### config.mk
export PLATFORM = sky130hd
export DESIGN_NAME = diff_word_flat
export DESIGN_NICKNAME = d
export VERILOG_FILES = /design/src/rtl/dna_pkg.sv /design/src/rtl/diff_word_if.sv /design/src/rtl/diff_word_chunk.sv /design/src/rtl/diff_word.sv /design/src/flat_wrapper.sv
export SDC_FILE = /design/constraint.sdc
export NUM_CORES = 1
export LEC_CHECK = 0
export BUFFER_PORTS_ARGS = -buffer_cell sky130_fd_sc_hd__buf_2
export CORE_MARGIN = 10
export CORE_UTILIZATION = 50
export DETAILED_ROUTE_END_ITERATION = 8
export GPL_ROUTABILITY_DRIVEN = 0
export PLACE_DENSITY_LB_ADDON = 0.08
export SYNTH_ARGS = -nofsm -noshare
export SYNTH_HDL_FRONTEND = slang
export SYNTH_HIERARCHICAL = 1
export SYNTH_SLANG_ARGS = --single-unit
### constraint.sdc
create_clock -name clk -period 4.66 [get_ports clk]
set_input_delay 0.233 -clock clk [delete_from_list [all_inputs] [get_ports clk]]
set_output_delay 0.233 -clock clk [all_outputs]
set_load 0.01 [all_outputs]
### src/rtl/dna_pkg.sv
// Shared DNA digit types, FSM states and the mod-4 digit differencer.
package dna_pkg;
  localparam int DIGIT_W = 2;
  localparam int N_DEF   = 98;

  typedef logic [DIGIT_W-1:0] digit_t;
  typedef enum logic [1:0] {IDLE, RUN, DONE} state_t;

  // 2-bit result width makes the subtract wrap mod 4.
  function automatic digit_t digit_diff(digit_t a, digit_t b);
    return a - b;
  endfunction
endpackage

### src/rtl/diff_word_if.sv
// Start/word bus between a word source and the differential encoder.
interface diff_word_if #(
  parameter int N     = 98,
  parameter int LEN_W = 7
);
  logic             start;
  logic [2*N-1:0]   word_in;
  logic [LEN_W-1:0] word_in_len;
  logic             busy;
  logic             done;
  logic [2*N-1:0]   word_out;
  logic [LEN_W-1:0] word_out_len;

  modport master (
    output start, word_in, word_in_len,
    input  busy, done, word_out, word_out_len
  );
  modport slave (
    input  start, word_in, word_in_len,
    output busy, done, word_out, word_out_len
  );
endinterface

### src/rtl/diff_word_chunk.sv
// Combinational K-digit differencer; digits at or beyond len produce 00.
module diff_chunk
  import dna_pkg::*;
#(
  parameter int K     = 7,
  parameter int LEN_W = 7
) (
  input  digit_t [K-1:0]   w,
  input  digit_t           prev,
  input  logic [LEN_W-1:0] base,
  input  logic [LEN_W-1:0] len,
  output digit_t [K-1:0]   d,
  output digit_t           last
);
  for (genvar j = 0; j < K; j++) begin : g_lane
    logic [LEN_W:0] idx;
    digit_t         p;
    assign idx = {1'b0, base} + (LEN_W+1)'(j);
    if (j == 0) begin : g_first
      assign p = prev;
    end else begin : g_rest
      assign p = w[j-1];
    end
    assign d[j] = (idx < {1'b0, len}) ? digit_diff(w[j], p) : '0;
  end

  assign last = w[K-1];
endmodule

### src/rtl/diff_word.sv
// Differential encoder: one K-digit chunk per RUN cycle, then a one-cycle DONE.
module diff_word
  import dna_pkg::*;
#(
  parameter int     N     = N_DEF,
  parameter int     K     = 7,
  parameter digit_t SEED  = 2'b00,
  parameter int     LEN_W = 7
) (
  input  logic      clk,
  input  logic      rst,
  diff_word_if.slave bus
);
  localparam int              NCH  = N / K;
  localparam int              CW   = (NCH > 1) ? $clog2(NCH) : 1;
  localparam logic [CW-1:0]   LAST = CW'(NCH - 1);
  localparam logic [LEN_W-1:0] NLEN = LEN_W'(N);

  state_t                    state;
  digit_t [NCH-1:0][K-1:0]   shadow;
  digit_t [NCH-1:0][K-1:0]   out_q;
  logic [CW-1:0]             chunk;
  digit_t                    prev;
  logic [LEN_W-1:0]          len_q;
  logic [LEN_W-1:0]          len_out_q;
  logic                      busy_q;
  logic                      done_q;

  digit_t [K-1:0]            d;
  digit_t                    last;
  logic [LEN_W-1:0]          base;

  assign base = LEN_W'(int'(chunk) * K);

  diff_chunk #(.K(K), .LEN_W(LEN_W)) u_chunk (
    .w    (shadow[chunk]),
    .prev (prev),
    .base (base),
    .len  (len_q),
    .d    (d),
    .last (last)
  );

  always_ff @(posedge clk or negedge rst) begin
    if (!rst) begin
      state     <= IDLE;
      shadow    <= '0;
      out_q     <= '0;
      chunk     <= '0;
      prev      <= '0;
      len_q     <= '0;
      len_out_q <= '0;
      busy_q    <= 1'b0;
      done_q    <= 1'b0;
    end else begin
      case (state)
        IDLE: if (bus.start) begin
          shadow <= bus.word_in;
          len_q  <= (bus.word_in_len > NLEN) ? NLEN : bus.word_in_len;
          prev   <= SEED;
          chunk  <= '0;
          out_q  <= '0;
          busy_q <= 1'b1;
          state  <= RUN;
        end
        RUN: begin
          out_q[chunk] <= d;
          // last digit of this chunk seeds digit 0 of the next
          prev <= last;
          if (chunk == LAST) begin
            len_out_q <= len_q;
            done_q    <= 1'b1;
            state     <= DONE;
          end else begin
            chunk <= chunk + 1'b1;
          end
        end
        DONE: begin
          busy_q <= 1'b0;
          done_q <= 1'b0;
          state  <= IDLE;
        end
        default: state <= IDLE;
      endcase
    end
  end

  assign bus.busy         = busy_q;
  assign bus.done         = done_q;
  assign bus.word_out     = out_q;
  assign bus.word_out_len = len_out_q;
endmodule

### src/flat_wrapper.sv
// flat-port wrapper written by rule: the top's interface ports become plain ports
module diff_word_flat import dna_pkg::*;
#(
  parameter int     N     = N_DEF,
  parameter int     K     = 7,
  parameter digit_t SEED  = 2'b00,
  parameter int     LEN_W = 7
)
  (clk, rst, bus_start, bus_word_in, bus_word_in_len, bus_busy, bus_done, bus_word_out, bus_word_out_len);
  diff_word_if #(.N(N), .LEN_W(LEN_W)) bus_i ();
  input  logic clk;
  input  logic rst;
  input wire logic [$bits(bus_i.start)-1:0] bus_start;
  input wire logic [$bits(bus_i.word_in)-1:0] bus_word_in;
  input wire logic [$bits(bus_i.word_in_len)-1:0] bus_word_in_len;
  output wire logic [$bits(bus_i.busy)-1:0] bus_busy;
  output wire logic [$bits(bus_i.done)-1:0] bus_done;
  output wire logic [$bits(bus_i.word_out)-1:0] bus_word_out;
  output wire logic [$bits(bus_i.word_out_len)-1:0] bus_word_out_len;
  assign bus_i.start = bus_start;
  assign bus_i.word_in = bus_word_in;
  assign bus_i.word_in_len = bus_word_in_len;
  assign bus_busy = bus_i.busy;
  assign bus_done = bus_i.done;
  assign bus_word_out = bus_i.word_out;
  assign bus_word_out_len = bus_i.word_out_len;
  diff_word #(.N(N), .K(K), .SEED(SEED), .LEN_W(LEN_W)) u_core (.clk(clk), .rst(rst), .bus(bus_i));
endmodule
==> results.ini, run 1 <==
[route]
drtAntennaViolNets = 0
via_count = 17912
drt_wl_total_um = 69200
route.detailed.drc = 0
firstDrtPassIters = 7
wl_per_cell_um = 21.0
viasPerCell = 5.44
drt_first_iter_violations = 1934

[run]
maxCapViolCount = 0

[yosys]
postSynthNetCount = 2463
netlist_area_mm2 = 0.0198
syn_avg_cell_area_um2 = 9.08
synth-xor-area-share_pct = 1.90
synth_compound_area_share_pct = 4.00
ys_types = 52
ys_seq_area_share_pct = 52.5
synthMuxAreaShare_pct = 5.81
synth_top_family_by_area = simple AND/OR/NAND/NOR gates
synthCells = 2185
synth-adder-area-share_pct = 4.69
ys_warn_count = 6
yosys.area_share.simple_pct = 26.3
ys_ff_latch = 416

[global_routing]
grt_util_all_layers_pct = 28.4
overflow = 0
antenna_found_initial = 5
grt_max_degree = 167
grt_pass1_vias = 18329
grt_pass1_wl_um = 107000

[min_path]
hp-start = bus_start
min_path_type = in -> reg
hold_depth = 3
hold_end = u_core/bus.busy

[clock_tree]
cts-root-buf = clkbuf_16
post_cts_resized = 0
clock_latency_ns = 0.57
cts.sinks = 416
tritoncts = yes
cts_setup_buffers = 0
cts-htree-levels = 2
numCtsBuffers = 45
clk_pin_slew_ns = 0.06
clockBufferDepth = 3

[placement]
place_area_mm2 = 0.0221
dpl.hpwl_um = 45100
dp.cells = 2996
port_buffers = 410

[sta]
relSlewSlack_pct = 23.4
tightest_slew_ns = 1.14
clock_skew_ns = 0.0146
finalMaxSlewViolations = 0
hold_violations = 0
layout_worst_path_cycle_share_pct = 98.9
setup_viol = 0
fin_crit_ns = 4.61
fmaxAchievable_mhz = 217
rsz0062_at_grt = true

[critical_path]
worstSetupStartpointType = register
rrSetupSlack_ns = 0.05
crit_fanout = 14
critPathLaunch = u_core/chunk[1]
critPathKind = reg -> reg
r2r-start = u_core/chunk[1]
arrival_ns = 5.11
timing.rr.end = u_core/bus.word_out[195]
end_kind = register
ff2ff_path_depth = 15
critical_path_required_ns = 5.16

[die]
die_area_mm2 = 0.0480
core_mm2 = 0.0389
die_w_um = 219
row_count = 72
start_util_pct = 51.0
die_h_um = 219
ioPinCount = 411

[layout]
finalInstanceArea_mm2 = 0.0257
n_fill_cell = 3240
drive_gt1_share_pct = 21.0
fin_cells = 3290
final_nets = 3007
syn2layout_area_growth_pct = 29.4

[status]
status = completed

==> cells by family (layout without fill, tap and decap cells) <==
kind of cell	Yosys count	in the layout
other	0	7
DFF	416	416
and+or+nand+nor	1274	1274
xor gates and xnor gates	43	43
buffers and inverters	187	767
muxes	73	73
AOI/OAI and AO/OA	120	120
adders and majority gates	72	72
==> layout make-up <==
cell class | instances | area, um^2 | share of cell area (%)
Timing Repair Buffer | 651 | 4470 | 17.4
Clock buffer | 74 | 1400 | 5.44
Sequential cell | 416 | 10400 | 40.6
Multi-Input combinational cell | 1582 | 8520 | 33.2
Inverter | 33 | 124 | 0.483
Tap cell | 518 | 648 | 2.52
Clock inverter | 9 | 73.8 | 0.288
Antenna cell | 7 | 17.5 | 0.0682
==> critical path, cell delays in order, from the launching register on <==
cell and delay, ns:
dfrtp_2 0.49, fa_1 0.58, ha_1 0.19, inv_1 0.06, fa_1 0.47, inv_1 0.06
ha_1 0.29, a21oi_1 0.25, nor2_1 0.08, xor2_1 0.15, ha_1 0.31, nand3_1 0.11
a2bb2oi_1 0.17, o311ai_1 0.16, nor2_1 0.90, a22o_1 0.27
==> what timing repair did <==
item / CTS / global route
hold buffers: 204 / 0
hold endpoints to repair: 299 / 0
endpoints found under the setup margin: 0 / 28
==> metrics by stage <==
step	utilization (%)	setup TNS [ns]	setup slack (ns)	hold slack (ns)
2_1_floorplan	-	0	0.400	-0.0626
3_3_place_gp	56.9	0	0.266	0.304
3_5_place_dp	56.9	0	0.130	0.305
4_1_cts	65.9	0	0.126	0.0156
5_1_grt	65.9	-4.28	-0.199	0.0395
6_report	66.0	0	0.0500	0.0590
==> synthesized netlist by cell type (all sizes together) <==
master / instances / area share (%)
nand2: 992 / 19
dfrtp: 416 / 52
nand3: 216 / 5.6
buf: 134 / 3.8
ha: 68 / 4.3
inv: 33 / 0.62
mux2i: 33 / 1.7
mux4: 33 / 3.7
a21oi: 30 / 0.78
o21ai: 29 / 0.73
xnor2: 27 / 1.2
clkbuf: 20 / 0.38
nor2: 19 / 0.37
a22o: 16 / 0.71
and3: 16 / 0.50
xor2: 16 / 0.71
nor3: 12 / 0.33
o22ai: 10 / 0.32
o32ai: 9 / 0.40
mux2: 7 / 0.40
nand4: 7 / 0.22
a22oi: 6 / 0.23
o311ai: 6 / 0.27
a21o: 5 / 0.19
fa: 4 / 0.40
nand2b: 4 / 0.13
a31oi: 3 / 0.095
nor2b: 2 / 0.10
a2111oi: 1 / 0.044
a221o: 1 / 0.050
a221oi: 1 / 0.044
a2bb2oi: 1 / 0.044
a311oi: 1 / 0.076
and2: 1 / 0.032
and3b: 1 / 0.044
and4: 1 / 0.057
nand3b: 1 / 0.038
nor3b: 1 / 0.038
o21bai: 1 / 0.038
or3: 1 / 0.032
==> worst max-delay path by stage <==
stage | to | slack (ns) | cells past startpoint
finish | u_core/bus.word_out[195] | 0.05 | 15
global route | u_core/bus.word_out[195] | -0.20 | 15
detailed placement | u_core/bus.word_out[195] | 0.13 | 15
CTS | u_core/bus.word_out[195] | 0.13 | 15
floorplan | u_core/bus.word_out[121] | 0.40 | 16
global placement | u_core/bus.word_out[195] | 0.27 | 15
==> cells in the final DEF (no fill, tap or decap), types with 30 or more instances in the layout <==
cell	instances
buf_2	409
buf_4	30
clkbuf_16	47
dfrtp_1	414
dlygate4sd3_1	204
ha_1	68
inv_1	33
mux2i_1	33
mux4_2	33
nand2_1	991
nand3_1	210
==> registers in the layout, summed over array words and instances (netlist names) <==
signal,cells
u_core/bus.busy,1
u_core/chunk,4
u_core/shadow,196
u_core/bus.word_out_len,7
u_core/prev,2
u_core/bus.word_out,196
u_core/state,2
u_core/bus.done,1
u_core/len_q,7
==> routing by layer <==
layer	global-route usage (%)	up-vias	share of wire (%)
li1	-	8218	-
met1	35.6	8750	39
met2	47.3	800	49
met3	5.97	144	7.9
met4	11.6	0	3.6
met5	0	-	0
Power of run 1 is left out: the tool's default activity adds up to more than one toggle a clock period on the data nets, which glitch-free logic cannot reach.
==> inputs of run 2 (changes only) <==
CTS_BUF_LIST = sky130_fd_sc_hd__clkbuf_8 sky130_fd_sc_hd__clkbuf_16   (was unset)
==> run 2 against run 1 <==
Die area is the same. Critical path type unchanged. Design area is essentially flat. Highest routed layer unchanged. Utilization is essentially flat. Largest cell class unchanged. First-iteration DRC count shrank 2.2%.
==> results.ini, run 2 (synthesized netlist as in run 1, its figures left out) <==
[sta]
whs_ns = 0.0567  ; was 0.0590 ns
clock_skew_ns = 0.0125  ; was 0.0146 ns
setup_viol = 0  ; unchanged
fin_crit_ns = 4.56  ; was 4.61 ns
fmaxAchievable_mhz = 219  ; was 217 MHz
finalSetupTns_ns = 0  ; unchanged
fin_ws_ns = 0.102  ; was 0.0500 ns
layout_worst_path_cycle_share_pct = 97.8  ; was 98.9%
hold_violations = 0  ; unchanged
finalMaxSlewViolations = 0  ; unchanged
relSlewSlack_pct = 25.4  ; was 23.4%
rsz0062_at_grt = true  ; unchanged
tightest_slew_ns = 1.12  ; was 1.14 ns

[clock_tree]
cts.sinks = 416  ; unchanged
clock_latency_ns = 0.57  ; about the same
cts_setup_buffers = 0  ; unchanged
cts-root-buf = clkbuf_16  ; unchanged
post_cts_resized = 0  ; unchanged
cts-htree-levels = 2  ; unchanged
numCtsBuffers = 45  ; unchanged
clockBufferDepth = 3  ; unchanged
tritoncts = yes  ; unchanged
clk_pin_slew_ns = 0.06  ; about the same

[global_routing]
grt_pass1_vias = 18325  ; was 18329
grt_max_degree = 167  ; unchanged
grt_util_all_layers_pct = 28.4  ; about the same
antenna_found_initial = 5  ; unchanged
overflow = 0  ; unchanged
grt_pass1_wl_um = 107000  ; about the same

[critical_path]
critPathKind = reg -> reg  ; unchanged
end_kind = register  ; unchanged
timing.rr.end = u_core/bus.word_out[195]  ; unchanged
critical_path_required_ns = 5.16  ; about the same
crit_fanout = 14  ; unchanged
critPathLaunch = u_core/chunk[1]  ; unchanged
worstSetupStartpointType = register  ; unchanged
rrSetupSlack_ns = 0.10  ; was 0.05 ns
arrival_ns = 5.06  ; was 5.11 ns
crit_path_end = u_core/bus.word_out[195]  ; unchanged
r2r-start = u_core/chunk[1]  ; unchanged
ff2ff_path_depth = 15  ; unchanged

[layout]
drive_gt1_share_pct = 21.0  ; unchanged
finalInstanceArea_mm2 = 0.0257  ; about the same
syn2layout_area_growth_pct = 29.4  ; about the same
final_common_cell = nand2_1  ; unchanged
n_fill_cell = 3240  ; unchanged
final_nets = 3007  ; unchanged
layout_common_cells = 991 x nand2_1, 414 x dfrtp_1, 409 x buf_2, 210 x nand3_1, 204 x dlygate4sd3_1  ; unchanged

[die]
die_area_mm2 = 0.0480  ; unchanged
row_count = 72  ; unchanged
core_mm2 = 0.0389  ; unchanged
ioPinCount = 411  ; unchanged
die_w_um = 219  ; unchanged
die_h_um = 219  ; unchanged
start_util_pct = 51.0  ; unchanged

[placement]
dpl.hpwl_um = 45100  ; unchanged
dp_worst_setup_slack_ns = 0.130  ; unchanged
port_buffers = 410  ; unchanged
place_area_mm2 = 0.0221  ; unchanged

[run]
maxCapViolCount = 0  ; unchanged

[route]
drtAntennaViolNets = 0  ; unchanged
via_count = 17888  ; was 17912
viasPerCell = 5.44  ; about the same
firstDrtPassIters = 7  ; unchanged
route.detailed.drc = 0  ; unchanged
wl_per_cell_um = 21.1  ; was 21.0 um
drt_wl_total_um = 69200  ; about the same
drt_first_iter_violations = 1892  ; was 1934

[status]
status = completed  ; unchanged

[min_path]
min_path_type = in -> reg  ; unchanged

-- run 2: changes by cell type in the layout (fill, tap and decap cells not counted), sizes merged --
cell,change
clkbuf,-15
diode,-1
inv,+15
-- run 2: repair_timing --
item                                   4_1_cts  5_1_grt
hold buffers                               204        0
endpoints found under the hold margin      299        0
setup endpoints to repair                    0       28
-- run 2: area by class of cell --
class | instances | area, um^2 | share of cell area (%)
tap | 518 | 648 | 2.53
inverter | 33 | 124 | 0.483
sequential | 416 | 10400 | 40.6
multi-input combinational | 1582 | 8520 | 33.2
clock buffer | 59 | 1340 | 5.23
timing repair buffer | 651 | 4470 | 17.4
clock inverter | 24 | 130 | 0.507
antenna | 6 | 15.0 | 0.0585
-- run 2: worst min-delay path by stage --
stage | cells past startpoint | slack [ns] | endpoint | start
6_report | 3 | 0.06 | u_core/bus.busy | bus_start
5_1_grt | 3 | 0.04 | u_core/bus.busy | bus_start
4_1_cts | 3 | 0.02 | u_core/bus.busy | bus_start
3_5_place_dp | 1 | 0.30 | u_core/bus.word_out[172] | rst
3_3_place_gp | 1 | 0.30 | u_core/bus.word_out_len[2] | rst
2_1_floorplan | 0 | -0.06 | u_core/bus.busy | rst
-- run 2: per-stage QoR --
stage / utilization [%] / cells
2_1_floorplan: - / 2185
3_3_place_gp: 56.9 / 2996
6_report: 65.9 / 3289
3_5_place_dp: 56.9 / 2996
5_1_grt: 65.9 / 3289
4_1_cts: 65.9 / 3283
-- run 2: routing by layer --
metal	share of wire [%]	vias to the layer above	global-route usage, %
li1	-	8217	-
met1	39	8694	35.6
met2	49	830	47.2
met3	8.4	147	5.97
met4	3.6	0	11.6
met5	0	-	0
-- run 2: worst max-delay path: stages (launching register included) --
cell and delay (ns):
dfrtp_2 0.48, fa_1 0.57, ha_1 0.19, inv_1 0.06, fa_1 0.47, inv_1 0.06, ha_1 0.29, a21oi_1 0.24
nor2_1 0.08, xor2_1 0.15, ha_1 0.31, nand3_1 0.11, a2bb2oi_1 0.17, o311ai_1 0.16, nor2_1 0.88, a22o_1 0.27
Power of run 2 is left out for the same reason.
